File: src/rtl/memlcd_pkg.sv
// Shared constants, command encodings and FSM state type for the memory-LCD
// update controller.
package memlcd_pkg;

  localparam int unsigned LINES       = 536;
  localparam int unsigned LINE_W      = 10;
  localparam int unsigned VCOM_CYCLES = 12_000_000;

  typedef enum logic [1:0] {
    OP_WRITE_LINE = 2'd0,
    OP_CLEAR_ALL  = 2'd1,
    OP_VCOM_ONLY  = 2'd2
  } cmd_op_t;

  typedef enum logic [1:0] {
    ST_IDLE,
    ST_SCAN,
    ST_ISSUE,
    ST_WAIT
  } state_t;

endpackage

File: src/rtl/memlcd_update_ctrl_if.sv
// Command channel between the update controller (master) and the SPI line
// engine (slave).
interface memlcd_update_ctrl_if #(
  parameter int unsigned LINE_W = memlcd_pkg::LINE_W
) ();

  logic              cmd_valid;
  logic              cmd_ready;
  logic [1:0]        cmd_op;
  logic [LINE_W-1:0] cmd_line;
  logic              cmd_vcom;
  logic              done;

  modport master (
    output cmd_valid, cmd_op, cmd_line, cmd_vcom,
    input  cmd_ready, done
  );

  modport slave (
    input  cmd_valid, cmd_op, cmd_line, cmd_vcom,
    output cmd_ready, done
  );

endinterface

File: src/rtl/memlcd_vcom_timer.sv
// Free-running VCOM divider: toggles the VCOM level every VCOM_CYCLES clocks
// and flags the terminal count for one cycle.
module memlcd_vcom_timer #(
  parameter int unsigned VCOM_CYCLES = memlcd_pkg::VCOM_CYCLES
) (
  input  logic clk,
  input  logic rst_n,
  output logic o_vcom,
  output logic o_tc
);

  localparam int unsigned CW = (VCOM_CYCLES > 1) ? $clog2(VCOM_CYCLES) : 1;

  logic [CW-1:0] r_cnt;
  logic          r_vcom;
  logic          w_tc;

  assign w_tc   = (r_cnt == CW'(VCOM_CYCLES - 1));
  assign o_tc   = w_tc;
  assign o_vcom = r_vcom;

  always_ff @(posedge clk or negedge rst_n) begin
    if (!rst_n) begin
      r_cnt  <= '0;
      r_vcom <= 1'b0;
    end else if (w_tc) begin
      r_cnt  <= '0;
      r_vcom <= ~r_vcom;
    end else begin
      r_cnt  <= r_cnt + 1'b1;
    end
  end

endmodule

File: src/rtl/memlcd_update_ctrl.sv
// Memory-LCD refresh scheduler: tracks dirty lines, arbitrates clear / VCOM /
// line writes and hands one command at a time to the SPI line engine.
module memlcd_update_ctrl
  import memlcd_pkg::*;
#(
  parameter int unsigned LINES       = memlcd_pkg::LINES,
  parameter int unsigned VCOM_CYCLES = memlcd_pkg::VCOM_CYCLES,
  parameter int unsigned LINE_W      = memlcd_pkg::LINE_W
) (
  input  logic                 clk,
  input  logic                 rst_n,
  input  logic                 en,
  input  logic                 dirty_valid,
  input  logic [LINE_W-1:0]    dirty_line,
  input  logic                 update_all,
  input  logic                 clear_req,
  memlcd_update_ctrl_if.master cmd,
  output logic                 busy,
  output logic                 frame_done,
  output logic                 err_badline
);

  localparam logic [LINE_W-1:0] LAST = LINE_W'(LINES);

  state_t            r_state, w_state_nxt;
  logic [LINES:1]    r_map, w_map_nxt;
  logic [LINE_W-1:0] r_ptr, w_ptr_nxt, w_ptr_inc;
  logic              r_clear_pend, r_vcom_pend;
  logic              r_cmd_valid;
  cmd_op_t           r_cmd_op, w_op_nxt;
  logic [LINE_W-1:0] r_cmd_line, w_line_nxt;
  logic              r_frame_done, r_err;
  logic              w_vcom, w_tc;
  logic              w_hs, w_dirty_ok, w_map_empty;

  memlcd_vcom_timer #(.VCOM_CYCLES(VCOM_CYCLES)) u_vcom (
    .clk    (clk),
    .rst_n  (rst_n),
    .o_vcom (w_vcom),
    .o_tc   (w_tc)
  );

  assign w_hs        = r_cmd_valid & cmd.cmd_ready;
  assign w_dirty_ok  = dirty_valid && (dirty_line != '0) && (dirty_line <= LAST);
  assign w_map_empty = (r_map == '0);
  assign w_ptr_inc   = (r_ptr == LAST) ? LINE_W'(1) : r_ptr + 1'b1;

  assign cmd.cmd_valid = r_cmd_valid;
  assign cmd.cmd_op    = r_cmd_op;
  assign cmd.cmd_line  = r_cmd_line;
  assign cmd.cmd_vcom  = w_vcom;
  assign busy          = (r_state != ST_IDLE);
  assign frame_done    = r_frame_done;
  assign err_badline   = r_err;

  // Clears are applied before sets so a re-mark in the handshake cycle survives.
  always_comb begin
    w_map_nxt = r_map;
    if (w_hs && r_cmd_op == OP_CLEAR_ALL) w_map_nxt = '0;
    if (w_hs && r_cmd_op == OP_WRITE_LINE) w_map_nxt[r_cmd_line] = 1'b0;
    if (update_all) w_map_nxt = '1;
    if (w_dirty_ok) w_map_nxt[dirty_line] = 1'b1;
  end

  always_comb begin
    w_state_nxt = r_state;
    w_op_nxt    = r_cmd_op;
    w_line_nxt  = r_cmd_line;
    w_ptr_nxt   = r_ptr;
    unique case (r_state)
      ST_IDLE: begin
        if (en) begin
          if (r_clear_pend) begin
            w_state_nxt = ST_ISSUE;
            w_op_nxt    = OP_CLEAR_ALL;
            w_line_nxt  = '0;
          end else if (r_vcom_pend && w_map_empty) begin
            w_state_nxt = ST_ISSUE;
            w_op_nxt    = OP_VCOM_ONLY;
            w_line_nxt  = '0;
          end else if (!w_map_empty) begin
            w_state_nxt = ST_SCAN;
          end
        end
      end
      ST_SCAN: begin
        if (!en) begin
          w_state_nxt = ST_IDLE;
        end else if (r_clear_pend) begin
          w_state_nxt = ST_ISSUE;
          w_op_nxt    = OP_CLEAR_ALL;
          w_line_nxt  = '0;
        end else if (w_map_empty) begin
          w_state_nxt = ST_IDLE;
        end else begin
          // Pointer always moves past the examined line, giving round-robin fairness.
          w_ptr_nxt = w_ptr_inc;
          if (r_map[r_ptr]) begin
            w_state_nxt = ST_ISSUE;
            w_op_nxt    = OP_WRITE_LINE;
            w_line_nxt  = r_ptr;
          end
        end
      end
      ST_ISSUE: if (w_hs) w_state_nxt = ST_WAIT;
      ST_WAIT:  if (cmd.done) w_state_nxt = ST_IDLE;
      default:  w_state_nxt = ST_IDLE;
    endcase
  end

  always_ff @(posedge clk or negedge rst_n) begin
    if (!rst_n) begin
      r_state      <= ST_IDLE;
      r_map        <= '0;
      r_ptr        <= LINE_W'(1);
      r_clear_pend <= 1'b0;
      r_vcom_pend  <= 1'b0;
      r_cmd_valid  <= 1'b0;
      r_cmd_op     <= OP_WRITE_LINE;
      r_cmd_line   <= '0;
      r_frame_done <= 1'b0;
      r_err        <= 1'b0;
    end else begin
      r_state     <= w_state_nxt;
      r_map       <= w_map_nxt;
      r_ptr       <= w_ptr_nxt;
      r_cmd_valid <= (w_state_nxt == ST_ISSUE);
      r_cmd_op    <= w_op_nxt;
      r_cmd_line  <= w_line_nxt;
      if (w_hs && r_cmd_op == OP_CLEAR_ALL) r_clear_pend <= 1'b0;
      if (clear_req) r_clear_pend <= 1'b1;
      if (w_hs) r_vcom_pend <= 1'b0;
      if (w_tc) r_vcom_pend <= 1'b1;
      r_frame_done <= (r_state == ST_WAIT) && cmd.done &&
                      (r_cmd_op == OP_WRITE_LINE) && w_map_empty;
      r_err        <= dirty_valid && !w_dirty_ok;
    end
  end

endmodule

File: src/flat_wrapper.sv
// flat-port wrapper written by rule: the top's interface ports become plain ports
module memlcd_update_ctrl_flat import memlcd_pkg::*;
#(
  parameter int unsigned LINES       = memlcd_pkg::LINES,
  parameter int unsigned VCOM_CYCLES = memlcd_pkg::VCOM_CYCLES,
  parameter int unsigned LINE_W      = memlcd_pkg::LINE_W
)
  (clk, rst_n, en, dirty_valid, dirty_line, update_all, clear_req, busy, frame_done, err_badline, cmd_cmd_valid, cmd_cmd_op, cmd_cmd_line, cmd_cmd_vcom, cmd_cmd_ready, cmd_done);
  memlcd_update_ctrl_if #(.LINE_W(LINE_W)) cmd_i ();
  input  logic clk;
  input  logic rst_n;
  input  logic en;
  input  logic dirty_valid;
  input  logic [LINE_W-1:0] dirty_line;
  input  logic update_all;
  input  logic clear_req;
  output logic busy;
  output logic frame_done;
  output logic err_badline;
  output wire logic [$bits(cmd_i.cmd_valid)-1:0] cmd_cmd_valid;
  output wire logic [$bits(cmd_i.cmd_op)-1:0] cmd_cmd_op;
  output wire logic [$bits(cmd_i.cmd_line)-1:0] cmd_cmd_line;
  output wire logic [$bits(cmd_i.cmd_vcom)-1:0] cmd_cmd_vcom;
  input wire logic [$bits(cmd_i.cmd_ready)-1:0] cmd_cmd_ready;
  input wire logic [$bits(cmd_i.done)-1:0] cmd_done;
  assign cmd_cmd_valid = cmd_i.cmd_valid;
  assign cmd_cmd_op = cmd_i.cmd_op;
  assign cmd_cmd_line = cmd_i.cmd_line;
  assign cmd_cmd_vcom = cmd_i.cmd_vcom;
  assign cmd_i.cmd_ready = cmd_cmd_ready;
  assign cmd_i.done = cmd_done;
  memlcd_update_ctrl #(.LINES(LINES), .VCOM_CYCLES(VCOM_CYCLES), .LINE_W(LINE_W)) u_core (.clk(clk), .rst_n(rst_n), .en(en), .dirty_valid(dirty_valid), .dirty_line(dirty_line), .update_all(update_all), .clear_req(clear_req), .cmd(cmd_i), .busy(busy), .frame_done(frame_done), .err_badline(err_badline));
endmodule
File: config.mk
export PLATFORM = sky130hd
export DESIGN_NAME = memlcd_update_ctrl_flat
export DESIGN_NICKNAME = d
export VERILOG_FILES = /design/src/rtl/memlcd_pkg.sv /design/src/rtl/memlcd_update_ctrl_if.sv /design/src/rtl/memlcd_vcom_timer.sv /design/src/rtl/memlcd_update_ctrl.sv /design/src/flat_wrapper.sv
export SDC_FILE = /design/constraint.sdc
export NUM_CORES = 2
export LEC_CHECK = 0
export BUFFER_PORTS_ARGS = -buffer_cell sky130_fd_sc_hd__buf_4
export CAP_MARGIN = 20
export CORE_ASPECT_RATIO = 1.25
export CORE_MARGIN = 3
export CORE_UTILIZATION = 45
export CTS_CLUSTER_DIAMETER = 200
export CTS_CLUSTER_SIZE = 24
export DETAILED_ROUTE_END_ITERATION = 8
export RECOVER_POWER = 25
export SLEW_MARGIN = 20
export SYNTH_ARGS = -nofsm -noshare
export SYNTH_HDL_FRONTEND = slang
export SYNTH_SLANG_ARGS = --single-unit
export TNS_END_PERCENT = 50
File: constraint.sdc
create_clock -name clk -period 4.3 [get_ports clk]
set_clock_uncertainty 0.05 [all_clocks]
set_input_delay 0.86 -clock clk [delete_from_list [all_inputs] [get_ports clk]]
set_output_delay 0.86 -clock clk [all_outputs]
set_load 0.01 [all_outputs]
# After elaboration in Yosys (flattened, before gate mapping)
# Cells that the tools add are included.
[classes] n_addsub=2 n_lt_le_gt_ge=6 n_eq_ne=12 n_mux=43 bitwise_logic=7 n_reduce_logical=22
[ops] op="536-bit 2-to-1 mux" count=4
[ops] op="536-bit bitwise AND" count=1
[ops] op="536-bit zero test" count=1
[ops] op="536-bit NOT" count=1
[ops] op="536-bit OR" count=1
[ops] op="10-bit 2-to-1 mux" count=8
[ops] op="2-bit 2-to-1 mux" count=17
[ops] op="10-bit by 11-bit < comparator with 1-bit output (second input constant)" count=3
[ops] op="24-bit by 1-bit adder with 24-bit output (second input constant)" count=1
[ops] op="24-bit equality test (second input constant)" count=1
[ops] op="24-bit 2-to-1 mux" count=1
[ops] op="1-bit demux with 10-bit select" count=2
[ops] op="10-bit by 1-bit greater-or-equal comparator with 1-bit output (second input constant)" count=2
[ops] op="10-bit one-hot mux with 2 select lines" count=1
[ops] op="1-bit logical AND" count=11
[ops] op="10-bit by 1-bit adder with 10-bit output (second input constant)" count=1
[ops] op="1-bit binary-select mux with 10-bit select" count=1
[ops] op="10-bit equality test (second input constant)" count=1
[ops] op="10-bit less-or-equal comparator (second input constant)" count=1
[ops] op="10-bit nonzero test" count=1
[ops] op="2-bit one-hot mux with 4 select lines" count=1
[ops] op="2-bit nonzero test" count=4
[ops] op="1-bit 2-to-1 mux" count=7
[ops] op="2-bit equality test (second input constant)" count=3
[ops] op="11 further kinds" count=17
[totals] ff_bits=590 in_bits=18 elab_cells=104

# Logic depth before layout (Yosys ltp)
[logic_depth] word_depth=10 depth_mapped=16 depth_no_buf=9

# Cells and area by module
# A second synthesis with hierarchy kept.
[hier_totals] cells_unflattened=3448 area_unflattened_um2=31740.4
[by_module_without_submodules] module="memlcd_update_ctrl" instances=1 cells_each=3335 area_per_inst_um2=30481.7 seq_area_each_um2=14139.8
[by_module_without_submodules] module="memlcd_vcom_timer" instances=1 cells_each=113 area_per_inst_um2=1258.7 seq_area_each_um2=625.6

# Least setup slack after synthesis
# OpenSTA, ideal clock, no wires.
[synth_timing] kind="reg-to-reg" start="reg u_core.r_ptr[0]" end="reg u_core.r_cmd_line[8], in the netlist u_core.cmd.cmd_line[8]" setup_ns=0.121 t_arrival_ns=2.819 t_required_ns=4.129 setup_slack_ns=1.310 path_stages_with_launch=13 n_path_buf=4 cell_sequence="dfstp_2 buf_4 buf_4 mux4_4 mux2i_1 a2111o_1 o311ai_0 nor4_1 or3_1 buf_2 a31o_2 buf_6 a22o_1"
[synth_via] elab_chain_len=4
[synth_rtl] item="start: declaration" line_no="memlcd_update_ctrl.sv:27" source="logic [LINE_W-1:0] r_ptr, w_ptr_nxt, w_ptr_inc;"
[synth_rtl] item="start signal: assignment" line_no="memlcd_update_ctrl.sv:126" source="r_ptr <= w_ptr_nxt;"
[synth_rtl] item="1-bit binary-select mux with 10-bit select" line_no="memlcd_update_ctrl.sv:98" source="if (r_map[r_ptr]) begin"
[synth_rtl] item="1-bit 2-to-1 mux (implied by the code)" line_no="memlcd_update_ctrl.sv:98"
[synth_rtl] item="3-bit by 1-bit inequality test with 1-bit output (no source line)"
[synth_rtl] item="6-bit AND reduction (no source line)"
[synth_rtl] item="end signal: assignment" line_no="memlcd_update_ctrl.sv:129" source="r_cmd_line <= w_line_nxt;"
[synth_rtl] item="end: declaration" line_no="memlcd_update_ctrl.sv:31" source="logic [LINE_W-1:0] r_cmd_line, w_line_nxt;"
# No other way between the ends. The select of a mux whose other input is x is not followed.
# A chain may end at the register's enable or synchronous reset.

# Worst setup path in the final report
[layout_timing] start="reg u_core.r_ptr[3]" end="reg u_core.r_cmd_line[6], in the netlist u_core.cmd.cmd_line[6]"
# The elaborated chain is that of the path after synthesis.

==> results.sh <==
export IMPL_die_w_um=243
export IMPL_grt_pass1_vias=30100
export IMPL_slew_headroom_pct=-80.0
export IMPL_worst_ep_required_time_ns=4.83
export IMPL_crit_family="compound AO/OA/AOI/OAI gates"
export IMPL_synth_warnings=0
export IMPL_final_common_cell="nand2_1"
export IMPL_cts_tree="built"
export IMPL_synthFlopType="dfrtp_1"
export IMPL_holdCritPathClass="input port to register"
export IMPL_intPower_mw=10.6
export IMPL_hold_violations=0
export IMPL_power_total_mw=17.2
export IMPL_multi_input_area_um2=15300
export IMPL_fmax_mhz=238
export IMPL_seq_area_frac_synth_pct=46.8
export IMPL_fin_crit_ns=4.21
export IMPL_path_cells="inv_2 -> buf_4 -> nor2_1 -> nor2_1 -> o311ai_0 -> a211oi_1 -> nor4_2 -> buf_4 -> or3_1 -> a31o_2 -> a22o_1"
export IMPL_drc_errors=0
export IMPL_yosys_register_bits=590
export IMPL_h_tree_depth=1
export IMPL_num_vias=31800
export IMPL_cp_num_buf_inv=3
export IMPL_nFillCells=6415
export IMPL_antenna_found_initial=11
export IMPL_crit_type="register to register"
export IMPL_cts_num_sinks=590
export IMPL_async_flop_share_pct=100
export IMPL_netlist_instances=3377
export IMPL_gp_congestion=1.03
export IMPL_io_pins=35
export IMPL_setup_tns_ns=0
export IMPL_wl_mm=151
export IMPL_cp_slowest_cell="dfrtp_1"
export IMPL_drive_gt1_share_pct=13.8
export IMPL_start_kind="register"
export IMPL_rows=107
export IMPL_setup_viol=0
export IMPL_yosysTopAreaCell="dfrtp_1"
export IMPL_grtUsageTotal_pct=40.0
export IMPL_overflow=0
export IMPL_clk_latency_ns=0.65
export IMPL_grt_first_pass_wirelength_mm=216
export IMPL_drv_slew=89
export IMPL_status="complete, but fails checks"
export IMPL_cts_buffers=28
export IMPL_fin_nets=3322
export IMPL_tightest_slew_ns=2.70
export IMPL_power_density_nw_per_um2=500
export IMPL_synthDistinctLibCells=71
export IMPL_grt_max_degree=132
export IMPL_start_util_pct=45.9
export IMPL_root_buffer="clkbuf_16"
export IMPL_pwr_share_comb_pct=31.2
export IMPL_syn_nets=3398
export IMPL_clk_path_buf_depth=3
export IMPL_rsz0062_at_grt="false"
export IMPL_seqPwrFrac_pct=50.4
export IMPL_synth_enable_flop_cells=0
export IMPL_viasPerCell=7.51
export IMPL_drt_first_iter_violations=6163
export IMPL_postCtsHoldBufs=0
export IMPL_place_port_buffers=34
export IMPL_netSwitchingFraction_pct=38.2
export IMPL_finalCritPeriodShare_pct=97.9
export IMPL_failed_checks="capacitance limit, slew limit"
export IMPL_dieArea_um2=73400
export IMPL_area_growth_pct=8.59
export IMPL_slowest_delay_ns=0.96
export IMPL_maxCapViolCount=1
export IMPL_layout_common_cells="632 x nand2_1, 588 x dfrtp_1, 549 x o21ai_0, 539 x a31oi_1, 205 x buf_4"
export IMPL_ir_drop_mv=0.404
export IMPL_worst_setup_path_end_kind="register"
export IMPL_critPathArrivalTime_ns=4.74
export IMPL_ant_nets=0
export IMPL_synth_area_top_cells="dfrtp_1 47%, a31oi_1 11%, o21ai_0 8.7%"
export IMPL_p_sw_mw=6.55
export IMPL_first_pass_iters=7
export IMPL_core_um2=68800
export IMPL_p_clk_share_pct=18.4
export IMPL_setup_worst_path_start="u_core.r_ptr[3]$_DFFE_PN0P_"
export IMPL_leakage_nw=10.4
export IMPL_fp_dieH_um=302
export IMPL_path_max_fanout=17
export IMPL_wl_per_cell_um=35.6
export IMPL_hold_start="clear_req"
export IMPL_synth_top_cell_area_share_pct=46.7
export IMPL_netlist_area_um2=31600
export IMPL_post_dp_hpwl_mm=93.6
export IMPL_clk_pin_slew_worst_paths_ns=0.11
export IMPL_avgSynthCellArea_um2=9.35
export IMPL_r2r_start="u_core.r_ptr[3]$_DFFE_PN0P_"
export IMPL_ff_latch_area_um2=14800
worst paths after layout:
check | end | slack, ns | cells past startpoint
worst max-delay path | u_core.cmd.cmd_line[6]$_DFFE_PN0P_ | 0.09 | 11
worst min-delay path | u_core.r_clear_pend$_DFFE_PN0P_ | 0.35 | 2
min in group asynchronous | u_core.r_clear_pend$_DFFE_PN0P_ | 0.97 | 1
worst max register to register | u_core.cmd.cmd_line[6]$_DFFE_PN0P_ | 0.09 | 11
worst min register to register | u_core.u_vcom.o_vcom$_DFFE_PN0P_ | 0.44 | 1
max in group asynchronous | u_core.r_map[67]$_DFF_PN0_ | 0.65 | 2
final cells by class:
| type | count | share of cell area, % |
|---|---|---|
| antenna | 8 | 0.0584 |
| clock inverter | 1 | 0.0328 |
| tap | 926 | 3.38 |
| multi-input combinational | 2425 | 44.6 |
| inverter | 10 | 0.109 |
| sequential | 590 | 43.1 |
| timing repair buffer | 246 | 6.56 |
| clock buffer | 30 | 2.13 |
power groups by stage:
| stage | Clock [mW] | Combinational [mW] | Sequential [mW] |
|---|---|---|---|
| 5_1_grt | 3.33 | 5.70 | 8.70 |
| 3_5_place_dp | 0 | 5.20 | 8.60 |
| 2_1_floorplan | 0 | 3.86 | 7.80 |
| 6_report | 3.15 | 5.35 | 8.65 |
| 4_1_cts | 3.15 | 5.20 | 8.50 |
| 3_3_place_gp | 0 | 5.06 | 8.57 |
metal layers:
metal / vias to the layer above / share of wire, % / track usage [%]
met5: - / 0.039 / 0
met4: 8 / 9.0 / 29.6
met3: 722 / 15 / 14.4
li1: 12500 / - / -
met1: 15700 / 35 / 50.1
met2: 2879 / 42 / 57.0
timing repair:
| item | 4_1_cts | 5_1_grt |
|---|---|---|
| buffers inserted | 0 | 0 |
| resized for setup | 0 | 2 |
| endpoints found under the setup margin | 0 | 11 |
worst reg2reg max path: cells and delay by family, from the launching register on:
kind / cells / cell delay (ns)
buffers and inverters: 3 / 1.02
AO/OA/AOI/OAI: 4 / 1.15
flip-flops: 1 / 0.96
AND/OR/NAND/NOR: 4 / 0.96
through the flow:
stage	std cells	area (um2)	utilization, %	setup slack [ns]	hold WS [ns]
after floorplan	3377	31600	-	1.31	0.401
after global placement	4195	33500	48.7	-0.0261	0.420
after detailed placement	4196	33600	48.8	0.0495	0.426
after CTS	4227	34300	49.8	0.0295	0.233
after global routing	4230	34300	49.8	0.0734	0.368
final	4236	34300	49.8	0.0906	0.345
synthesized netlist by cell type, types with 4 or more instances:
cell type  number
nand2_1       633
dfrtp_1       589
o21ai_0       549
a31oi_1       539
clkbuf_1      280
nor4_1        146
mux4_2        116
nor2_1         95
nand4_1        46
mux2i_1        33
nand3_1        33
a22oi_1        25
buf_4          23
nor3_1         21
buf_1          20
buf_6          17
xnor2_1        13
xor2_1         13
and3_1         12
mux4_1         12
nor2b_1        12
a22o_1         11
nand3b_1       10
a21oi_1         9
buf_2           6
inv_1           6
nor3b_1         6
a2111oi_0       5
a211oi_1        5
and2_1          5
nand2b_1        5
or3_1           5
a221oi_1        4
and3b_1         4
and4_1          4
buf_12          4
registers in the layout, summed over array words and instances (netlist names):
register,flops
u_core.r_ptr,10
u_core.frame_done,1
u_core.err_badline,1
u_core.r_state,2
u_core.cmd.cmd_valid,1
u_core.r_clear_pend,1
u_core.cmd.cmd_op,2
u_core.cmd.cmd_line,10
u_core.r_vcom_pend,1
u_core.u_vcom.o_vcom,1
u_core.u_vcom.r_cnt,24
u_core.r_map,536
logic make-up after synthesis:
family / synth area share, %
AO/OA/AOI/OAI: 21.6
AND/OR/NAND/NOR: 15.1
flip-flops: 46.8
buffers and inverters: 5.23
multiplexers: 10.5
XOR/XNOR: 0.721
adder cells (fa/ha/maj): 0.119
No activity file was read; power rests on OpenSTA's default activity.
